$ cat src/rtl/uart_tx_periph_pkg.sv
// Shared definitions for the UART transmitter peripheral: register offsets,
// STATUS bit positions, FSM state encoding and the divider clamp helper.
package uart_tx_periph_pkg;

    localparam logic [1:0] ADDR_TXDATA  = 2'd0;
    localparam logic [1:0] ADDR_STATUS  = 2'd1;
    localparam logic [1:0] ADDR_CTRL    = 2'd2;
    localparam logic [1:0] ADDR_BAUDDIV = 2'd3;

    localparam int ST_EMPTY = 0;
    localparam int ST_FULL  = 1;
    localparam int ST_BUSY  = 2;
    localparam int ST_IRQ   = 3;
    localparam int ST_OVF   = 4;

    typedef enum logic [1:0] {
        S_IDLE  = 2'd0,
        S_START = 2'd1,
        S_DATA  = 2'd2,
        S_STOP  = 2'd3
    } state_e;

    // A programmed divider of 0 behaves as 1 clock per bit.
    function automatic logic [15:0] eff_div(input logic [15:0] d);
        return (d == 16'd0) ? 16'd1 : d;
    endfunction

endpackage

$ cat src/rtl/sync_fifo.sv
// Synchronous show-ahead FIFO; pointers carry one extra wrap bit so that
// full and empty are distinguished without a separate count register.
module sync_fifo
    import uart_tx_periph_pkg::*;
#(
    parameter int WIDTH = 8,
    parameter int DEPTH = 8
) (
    input  logic             clk,
    input  logic             rst,
    input  logic             push,
    input  logic             pop,
    input  logic [WIDTH-1:0] din,
    output logic [WIDTH-1:0] dout,
    output logic             empty,
    output logic             full
);

    localparam int AW = $clog2(DEPTH);

    logic [AW:0]      wr_ptr_q, wr_ptr_d;
    logic [AW:0]      rd_ptr_q, rd_ptr_d;
    logic [WIDTH-1:0] mem_q [DEPTH];
    logic             do_push;
    logic             do_pop;

    assign empty   = (wr_ptr_q == rd_ptr_q);
    assign full    = (wr_ptr_q[AW] != rd_ptr_q[AW]) &&
                     (wr_ptr_q[AW-1:0] == rd_ptr_q[AW-1:0]);
    assign do_push = push && !full;
    assign do_pop  = pop && !empty;
    assign dout    = mem_q[rd_ptr_q[AW-1:0]];

    always_comb begin
        wr_ptr_d = wr_ptr_q + {{AW{1'b0}}, do_push};
        rd_ptr_d = rd_ptr_q + {{AW{1'b0}}, do_pop};
    end

    always_ff @(posedge clk or negedge rst) begin
        if (!rst) begin
            wr_ptr_q <= '0;
            rd_ptr_q <= '0;
        end else begin
            wr_ptr_q <= wr_ptr_d;
            rd_ptr_q <= rd_ptr_d;
        end
    end

    // Storage is not reset; resetting the pointers discards its contents.
    always_ff @(posedge clk) begin
        if (do_push) begin
            mem_q[wr_ptr_q[AW-1:0]] <= din;
        end
    end

endmodule

$ cat src/rtl/uart_tx_periph.sv
// Memory-mapped 8N1 UART transmitter: register file, read mux, TX FIFO,
// frame FSM with a per-bit down-counter, and drain interrupt.
module uart_tx_periph
    import uart_tx_periph_pkg::*;
#(
    parameter int DEPTH       = 8,
    parameter int DIV_DEFAULT = 16
) (
    input  logic        clk,
    input  logic        rst,
    input  logic        WE,
    input  logic [1:0]  A,
    input  logic [31:0] WD,
    output logic [31:0] RD,
    output logic        tx,
    output logic        irq
);

    state_e      state_q, state_d;
    logic        en_q, en_d;
    logic        irq_en_q, irq_en_d;
    logic        ovf_q, ovf_d;
    logic        irq_pend_q, irq_pend_d;
    logic [15:0] baud_q, baud_d;
    logic [15:0] div_q, div_d;
    logic [15:0] timer_q, timer_d;
    logic [7:0]  shift_q, shift_d;
    logic [2:0]  bit_cnt_q, bit_cnt_d;

    logic        fifo_push, fifo_pop, fifo_empty, fifo_full;
    logic [7:0]  fifo_dout;
    logic        wr_txdata, wr_status, wr_ctrl, wr_baud;
    logic        bit_done, busy, irq_set;
    logic        unused_wd;

    assign wr_txdata = WE && (A == ADDR_TXDATA);
    assign wr_status = WE && (A == ADDR_STATUS);
    assign wr_ctrl   = WE && (A == ADDR_CTRL);
    assign wr_baud   = WE && (A == ADDR_BAUDDIV);
    assign fifo_push = wr_txdata && !fifo_full;
    assign bit_done  = (timer_q == 16'd0);
    assign busy      = (state_q != S_IDLE);
    assign irq       = irq_pend_q && irq_en_q;
    assign unused_wd = ^WD[31:16];

    sync_fifo #(.WIDTH(8), .DEPTH(DEPTH)) u_fifo (
        .clk   (clk),
        .rst   (rst),
        .push  (fifo_push),
        .pop   (fifo_pop),
        .din   (WD[7:0]),
        .dout  (fifo_dout),
        .empty (fifo_empty),
        .full  (fifo_full)
    );

    // tx is decoded from state so an asynchronous reset forces it high at once.
    always_comb begin
        case (state_q)
            S_START: tx = 1'b0;
            S_DATA:  tx = shift_q[0];
            default: tx = 1'b1;
        endcase
    end

    always_comb begin
        state_d   = state_q;
        shift_d   = shift_q;
        bit_cnt_d = bit_cnt_q;
        div_d     = div_q;
        timer_d   = timer_q;
        fifo_pop  = 1'b0;
        irq_set   = 1'b0;
        case (state_q)
            S_IDLE: begin
                if (en_q && !fifo_empty) begin
                    fifo_pop  = 1'b1;
                    shift_d   = fifo_dout;
                    div_d     = eff_div(baud_q);
                    timer_d   = eff_div(baud_q) - 16'd1;
                    bit_cnt_d = 3'd0;
                    state_d   = S_START;
                end
            end
            S_START: begin
                if (bit_done) begin
                    timer_d = div_q - 16'd1;
                    state_d = S_DATA;
                end else begin
                    timer_d = timer_q - 16'd1;
                end
            end
            S_DATA: begin
                if (bit_done) begin
                    timer_d   = div_q - 16'd1;
                    shift_d   = shift_q >> 1;
                    bit_cnt_d = bit_cnt_q + 3'd1;
                    if (bit_cnt_q == 3'd7) begin
                        state_d = S_STOP;
                    end
                end else begin
                    timer_d = timer_q - 16'd1;
                end
            end
            S_STOP: begin
                if (!bit_done) begin
                    timer_d = timer_q - 16'd1;
                end else if (en_q && !fifo_empty) begin
                    // Next frame starts with no idle gap and picks up the current divider.
                    fifo_pop  = 1'b1;
                    shift_d   = fifo_dout;
                    div_d     = eff_div(baud_q);
                    timer_d   = eff_div(baud_q) - 16'd1;
                    bit_cnt_d = 3'd0;
                    state_d   = S_START;
                end else begin
                    irq_set = fifo_empty;
                    state_d = S_IDLE;
                end
            end
            default: state_d = S_IDLE;
        endcase
    end

    // Status flags: a set in the same cycle as a write-1-to-clear wins.
    always_comb begin
        en_d       = en_q;
        irq_en_d   = irq_en_q;
        baud_d     = baud_q;
        ovf_d      = ovf_q;
        irq_pend_d = irq_pend_q;
        if (wr_ctrl) begin
            en_d     = WD[0];
            irq_en_d = WD[1];
        end
        if (wr_baud) begin
            baud_d = WD[15:0];
        end
        if (wr_status && WD[ST_OVF]) begin
            ovf_d = 1'b0;
        end
        if (wr_txdata && fifo_full) begin
            ovf_d = 1'b1;
        end
        if (wr_status && WD[ST_IRQ]) begin
            irq_pend_d = 1'b0;
        end
        if (irq_set) begin
            irq_pend_d = 1'b1;
        end
    end

    always_comb begin
        RD = 32'd0;
        case (A)
            ADDR_STATUS: begin
                RD[ST_EMPTY] = fifo_empty;
                RD[ST_FULL]  = fifo_full;
                RD[ST_BUSY]  = busy;
                RD[ST_IRQ]   = irq_pend_q;
                RD[ST_OVF]   = ovf_q;
            end
            ADDR_CTRL:    RD[1:0]  = {irq_en_q, en_q};
            ADDR_BAUDDIV: RD[15:0] = baud_q;
            default:      RD = 32'd0;
        endcase
    end

    always_ff @(posedge clk or negedge rst) begin
        if (!rst) begin
            state_q    <= S_IDLE;
            en_q       <= 1'b0;
            irq_en_q   <= 1'b0;
            ovf_q      <= 1'b0;
            irq_pend_q <= 1'b0;
            baud_q     <= 16'(DIV_DEFAULT);
            div_q      <= 16'd1;
            timer_q    <= 16'd0;
            shift_q    <= 8'd0;
            bit_cnt_q  <= 3'd0;
        end else begin
            state_q    <= state_d;
            en_q       <= en_d;
            irq_en_q   <= irq_en_d;
            ovf_q      <= ovf_d;
            irq_pend_q <= irq_pend_d;
            baud_q     <= baud_d;
            div_q      <= div_d;
            timer_q    <= timer_d;
            shift_q    <= shift_d;
            bit_cnt_q  <= bit_cnt_d;
        end
    end

endmodule

$ cat config.mk
export PLATFORM = sky130hd
export DESIGN_NAME = uart_tx_periph
export DESIGN_NICKNAME = d
export VERILOG_FILES = /design/src/rtl/uart_tx_periph_pkg.sv /design/src/rtl/sync_fifo.sv /design/src/rtl/uart_tx_periph.sv
export SDC_FILE = /design/constraint.sdc
export NUM_CORES = 1
export LEC_CHECK = 0
export ABC_CLOCK_PERIOD_IN_PS = 3500
export CORE_MARGIN = 5
export CORE_UTILIZATION = 58
export CTS_CLUSTER_DIAMETER = 50
export DETAILED_ROUTE_END_ITERATION = 6
export PLACE_DENSITY = 0.81
export SLEW_MARGIN = 20
export SYNTH_ARGS = -nofsm -noshare
export SYNTH_HDL_FRONTEND = slang
export SYNTH_SLANG_ARGS = --single-unit
$ cat constraint.sdc
create_clock -name clk -period 3.5 [get_ports clk]
set_input_delay 0.875 -clock clk [delete_from_list [all_inputs] [get_ports clk]]
set_output_delay 0.875 -clock clk [all_outputs]
set_load 0.05 [all_outputs]
Word level (Yosys, flattened, before mapping)
Memory sizes are Yosys's and may differ from the RTL's.
Cells that the tools add are included.
- register bits after elaboration: 73
- memory bits (writable): 64
- input port bits: 37
- output and inout port bits: 34
- word-level logic and storage cells: 101
- memories: 1
- $add $sub $neg: 6
- equal/unequal tests: 15
- multiplexer cells: 39
- reductions and logical operators: 28
- memories (name ; words ; width ; read ports ; clocked after Yosys merged registers in ; wr ports ; line ; text):
    u_fifo.mem_q ; 8 ; 8 ; 1 ; 0 ; 1 ; sync_fifo.sv:23 ; logic [WIDTH-1:0] mem_q [DEPTH];
- operator list (operator ; number):
    $mux W16 ; 6
    $pmux W16 S3 ; 1
    $sub A16 B1 Y16 const B ; 3
    $logic_not A16 Y1 ; 2
    $pmux W16 S2 ; 1
    $mux W8 ; 3
    $pmux W8 S3 ; 1
    $logic_and A1 B1 Y1 ; 13
    $mux W1 ; 12
    $mux W11 ; 1
    $mux W2 ; 5
    $ne A2 B2 Y1 const B ; 5
    $mux W3 ; 3
    $pmux W3 S3 ; 1
    $add A4 B1 Y4 ; 2
    $eq A2 B2 Y1 const B ; 4
    $pmux W2 S4 ; 1
    $reduce_bool A2 Y1 ; 4
    $pmux W2 S3 ; 1
    $pmux W3 S2 ; 1
    $reduce_and A5 Y1 ; 1
    $eq A2 B1 Y1 const B ; 2
    $eq A4 B4 Y1 ; 1
    $logic_not A2 Y1 ; 2
    other kinds (10) ; 12

Logic depth before layout (Yosys ltp)
- word-level depth: 8
- depth in mapped cells: 11
- depth with buffers taken out: 9

Hierarchy
A second synthesis with hierarchy kept.
- cell total of the unflattened synthesis: 592
- area total of the unflattened synthesis: 7273.2 um^2
- modules (own cells, without submodules) (module ; instances ; cells an instance ; area each (um^2) ; seq. area each (um^2)):
    uart_tx_periph ; 1 ; 455 ; 4327.9 ; 1629.1
    sync_fifo ; 1 ; 137 ; 2945.3 ; 2122.0

Worst setup path after synthesis
OpenSTA, ideal clock, no wires.
- path kind: register -> output
- start: register state_q[0]
- end: output tx
- data arrival time: 2254 ps
- data required time: 2625 ps
- setup slack: 371 ps
- cell stages (with the launch flop): 6
- path buffers: 2
- path through: dfrtp_1 > inv_1 > ha_1 > clkbuf_1 > buf_1 > o21ai_0
- cells in the longest elaborated chain, start to end: 2
- elaborated cells on any way between the ends: 3
- classes of those cells: eq/ne (2); mux (1)
- RTL lines (what ; line ; text):
    start, declared ; uart_tx_periph.sv:19 ; state_e state_q, state_d;
    start signal, assigned ; uart_tx_periph.sv:182 ; state_q <= state_d;
    $eq A2 B2 Y1 / $eq A2 B1 Y1 (equally long branches) ; uart_tx_periph.sv:59 ; case (state_q)
    $pmux W1 S2 (*) ; uart_tx_periph.sv:59 ;
    end, declared ; uart_tx_periph.sv:15 ; output logic tx,
Every way passes the cells marked *; elsewhere a longest branch is shown, timed or not.

Worst setup path in the final report
- start: register u_fifo.wr_ptr_q[2]
- end: output RD[1]
- cells in the longest elaborated chain, start to end: 3
- RTL lines (what ; line ; text):
    start, declared ; sync_fifo.sv:21 ; logic [AW:0] wr_ptr_q, wr_ptr_d;
    start signal, assigned ; sync_fifo.sv:44 ; wr_ptr_q <= wr_ptr_d;
    $eq A3 B3 Y1 ; sync_fifo.sv:29 ; (wr_ptr_q[AW-1:0] == rd_ptr_q[AW-1:0]);
    $logic_and A1 B1 Y1 ; sync_fifo.sv:28 ; assign full = (wr_ptr_q[AW] != rd_ptr_q[AW]) &&
    $pmux W2 S3 ; uart_tx_periph.sv:155 ; case (A)
    end, declared ; uart_tx_periph.sv:14 ; output logic [31:0] RD,
No other way between the ends.

==> out/qor.csv <==
metric,value,unit
run status,"complete, no violations",
"Area growth, synth to finish",17.5,%
Vias per Instance,6.31,
clock net sink count,137,
Post-Syn Instances,597,
type of destination of the critical path,primary output,
Post-synth EDFFs,64,
pin count of the biggest net entering global routing,74,
worst min path class,reg -> reg,
# Post-CTS Setup Buffers,0,
number of search-and-repair iterations in the first detailed-routing pass,5,
wire length of the first global-routing pass,28.1,mm
latest clock arrival within the worst-skew pair,440,ps
flop and latch count out of synthesis,137,
leading cell types by total area after synthesis,"sky130_fd_sc_hd__edfxtp_1 (27%), sky130_fd_sc_hd__dfrtp_1 (25%), sky130_fd_sc_hd__mux4_2 (5.0%)",
CTS Buf Count,17,
placed cell areas,7910,sq um
vias in the first global route,5234,
Detailed Route WL,17.4,mm
core area,12100,sq um
HPWL after detailed placement,11.3,mm
share of final-layout standard cells stronger than drive strength 1,21.1,%
yosys synthesis warning count,0,
Clock Tree Buf Depth,2,
count of antenna diodes in the layout,0,
number of nets still failing antenna checks after routing,0,
total number of vias,5212,
arrival time of the worst setup path,2450,ps
Max VDD drop,0.000515,V
largest area contributor in the netlist,sky130_fd_sc_hd__edfxtp_1,
maximum fanout count along the critical path,8,
post-synthesis sequential area ratio,51.8,%
stage delay of the slowest cell on the critical path,640,ps
syn_area_per_cell,12.1,sq um
number of antenna violations at the first check in global routing,0,
filler instances,822,
Die ar.,14800,sq um
leading register cell type out of synthesis,sky130_fd_sc_hd__dfrtp_1,
CP Data Required Time,2620,ps
Max Fclk,301,MHz
die outline width,122,um
final setup violation count,0,
Critical Path Start Type,register,
Clock Root Buffer,sky130_fd_sc_hd__clkbuf_16,
post-synth top area share,26.5,%
worst-case headroom to the max-slew limit,38.0,%
First DRT Iteration DRCs,633,
starting utilization of the core area,59.8,%
number of nets in the layout,695,
Combinational Power Share,41.9,%
average routed wire per standard cell,21.1,um
final setup TNS,0,ps
transition time at the pin with the least slew margin,930,ps
post-cts resize count,0,
switching share of power,40.3,%
count of hold buffers inserted by post-cts repair,0,
residual overflow from global routing,0,
IO Port Bufs,38,
Site Rows,40,
cell with the biggest individual delay on the critical path,sky130_fd_sc_hd__nor4_1,
areal power density over the cells,877,nW/um^2
critical setup path kind,reg -> out,
unrepaired setup endpoints after global routing,no,
internal cell power,4.46,mW
number of distinct library cell variants in the gate-level netlist after synthesis,73,
portion of total power attributed to sequential cells,33.5,%
drc violations,0,
largest clock skew in the final design,10.7,ps
Total GRT Usage,24.7,%
max-slew violation total from the final report,0,
smallest hold slack,481,ps
final instance area,8520,sq um
num ports,71,
crit path cell chain,xor2_1 -> nor4_1 -> mux2_2 -> a22o_1 -> buf_4,
Leakage Power,3.35,nW
total of max-cap violations,0,
GP Congestion,0.904,
Syn Std Cell Area,7250,sq um
clock edge transition at the registers on the reported setup and hold paths,60,ps
number of H-tree branching levels,4,
clock network fraction of total power,24.6,%
Final Hold Violating Endpoints,0,
TritonCTS clock tree,done,
die boundary height,122,um
final worst path period share,95.0,%
post-route minimum period,3320,ps
proportion of synthesized flip-flops having asynchronous set or reset,53.3,%
total net switching power,3.01,mW
## state kept, by name (all words and copies together) (netlist names)
name	count
ovf_q	1
baud_q	16
u_fifo.mem_q	64
bit_cnt_q	3
state_q	2
div_q	16
u_fifo.wr_ptr_q	4
shift_q	8
irq_pend_q	1
u_fifo.rd_ptr_q	4
en_q	1
irq_en_q	1
timer_q	16
## power groups by stage
stage | combinational (mW) | clock [mW] | sequential [mW]
2_1_floorplan | 2.42 | 0 | 2.35
3_3_place_gp | 2.91 | 0 | 2.47
3_5_place_dp | 3.01 | 0 | 2.51
4_1_cts | 3.09 | 1.84 | 2.49
5_1_grt | 3.36 | 1.94 | 2.55
6_report | 3.13 | 1.84 | 2.50
## per-stage QoR
stage / power [mW] / std cells / util [%] / worst slack, ps
floorplan: 4.77 / 612 / - / 371
global placement: 5.38 / 794 / 65.3 / 444
detailed placement: 5.52 / 794 / 65.3 / 460
CTS: 7.42 / 826 / 70.3 / 215
global route: 7.85 / 826 / 70.3 / 96.0
finish: 7.47 / 826 / 70.3 / 176
## placed cells by master, fill, tap and decap left out, types with 11 or more instances in the layout
master / Yosys / layout
sky130_fd_sc_hd__conb_1: 1 / 16
sky130_fd_sc_hd__o21ai_0: 31 / 31
sky130_fd_sc_hd__and3_1: 15 / 15
sky130_fd_sc_hd__inv_1: 11 / 11
sky130_fd_sc_hd__buf_4: 19 / 25
sky130_fd_sc_hd__nor2_1: 44 / 44
sky130_fd_sc_hd__xnor2_1: 15 / 15
sky130_fd_sc_hd__clkbuf_16: 0 / 17
sky130_fd_sc_hd__nand2_1: 35 / 35
sky130_fd_sc_hd__nand3_1: 11 / 11
sky130_fd_sc_hd__ha_1: 13 / 13
sky130_fd_sc_hd__mux2_2: 27 / 27
sky130_fd_sc_hd__mux4_2: 16 / 16
sky130_fd_sc_hd__dfrtp_1: 71 / 71
sky130_fd_sc_hd__nor4_1: 11 / 11
sky130_fd_sc_hd__nor3_1: 19 / 19
sky130_fd_sc_hd__edfxtp_1: 64 / 64
sky130_fd_sc_hd__buf_12: 1 / 15
sky130_fd_sc_hd__clkdlybuf4s50_1: 0 / 20
sky130_fd_sc_hd__a21oi_1: 20 / 20
sky130_fd_sc_hd__mux2i_1: 14 / 14
sky130_fd_sc_hd__xor2_1: 22 / 22
## worst max-delay path: cells and delay by family (launching register included)
family                    cells  cell delay [ps]
AOI/OAI and AO/OA             1              130
muxes                         1              280
DFF                           1              480
buffers and inverters         1              190
xor gates and xnor gates      1              280
and+or+nand+nor               1              640
## layer usage
layer	part of all wire (%)	up-vias	wire (um)	global-route usage, %
met5	0	-	0	0
met4	2.2	0	377	8.75
met3	8.2	39	1430	5.48
met2	49	284	8490	39.4
met1	41	2578	7150	33.7
li1	-	2311	-	-
## synthesized netlist by cell type, types with 7 or more instances
cell type,number
sky130_fd_sc_hd__inv_1,11
sky130_fd_sc_hd__mux4_2,16
sky130_fd_sc_hd__nand2_1,35
sky130_fd_sc_hd__o21ai_0,31
sky130_fd_sc_hd__buf_2,7
sky130_fd_sc_hd__clkbuf_1,13
sky130_fd_sc_hd__nor2_1,44
sky130_fd_sc_hd__dfrtp_1,71
sky130_fd_sc_hd__xor2_1,22
sky130_fd_sc_hd__and3_1,15
sky130_fd_sc_hd__a21oi_1,20
sky130_fd_sc_hd__mux2_4,8
sky130_fd_sc_hd__xnor2_1,15
sky130_fd_sc_hd__mux2i_1,14
sky130_fd_sc_hd__nor3_1,19
sky130_fd_sc_hd__ha_1,13
sky130_fd_sc_hd__buf_4,19
sky130_fd_sc_hd__mux2_2,27
sky130_fd_sc_hd__nand3_1,11
sky130_fd_sc_hd__edfxtp_1,64
sky130_fd_sc_hd__nand2b_1,8
sky130_fd_sc_hd__nor4_1,11
## logic make-up after synthesis
group	after synthesis	share of synthesized area [%]
buffers and inverters	57	4.59
xor gates and xnor gates	38	4.70
and+or+nand+nor	184	14.0
adders and majority gates	13	2.24
DFF	137	51.8
AOI/OAI and AO/OA	102	9.95
other	1	0.0517
muxes	65	12.8
## cell type report
cell class                      instances  area [sq um]  share of cell area (%)
Tap cell                              168           210                    2.47
Inverter                               11          41.3                   0.485
Timing Repair Buffer                   60           688                    8.08
Clock buffer                           17           425                    5.00
Multi-Input combinational cell        418          3220                    37.8
Sequential cell                       137          3750                    44.0
Clock inverter                         15           180                    2.12
## final timing paths
path / from / to / slack [ps] / cells after the start
setup / recovery: u_fifo.wr_ptr_q[2] / RD[1] / 180 / 5
hold / removal: shift_q[1] / shift_q[1] / 480 / 2
setup reg to reg: baud_q[5] / timer_q[12] / 390 / 10
hold reg to reg: shift_q[1] / shift_q[1] / 480 / 2
max in group asynchronous: rst / div_q[7] / 2320 / 1
min in group asynchronous: rst / shift_q[0] / 570 / 1
(Power assumes the default switching activity.)
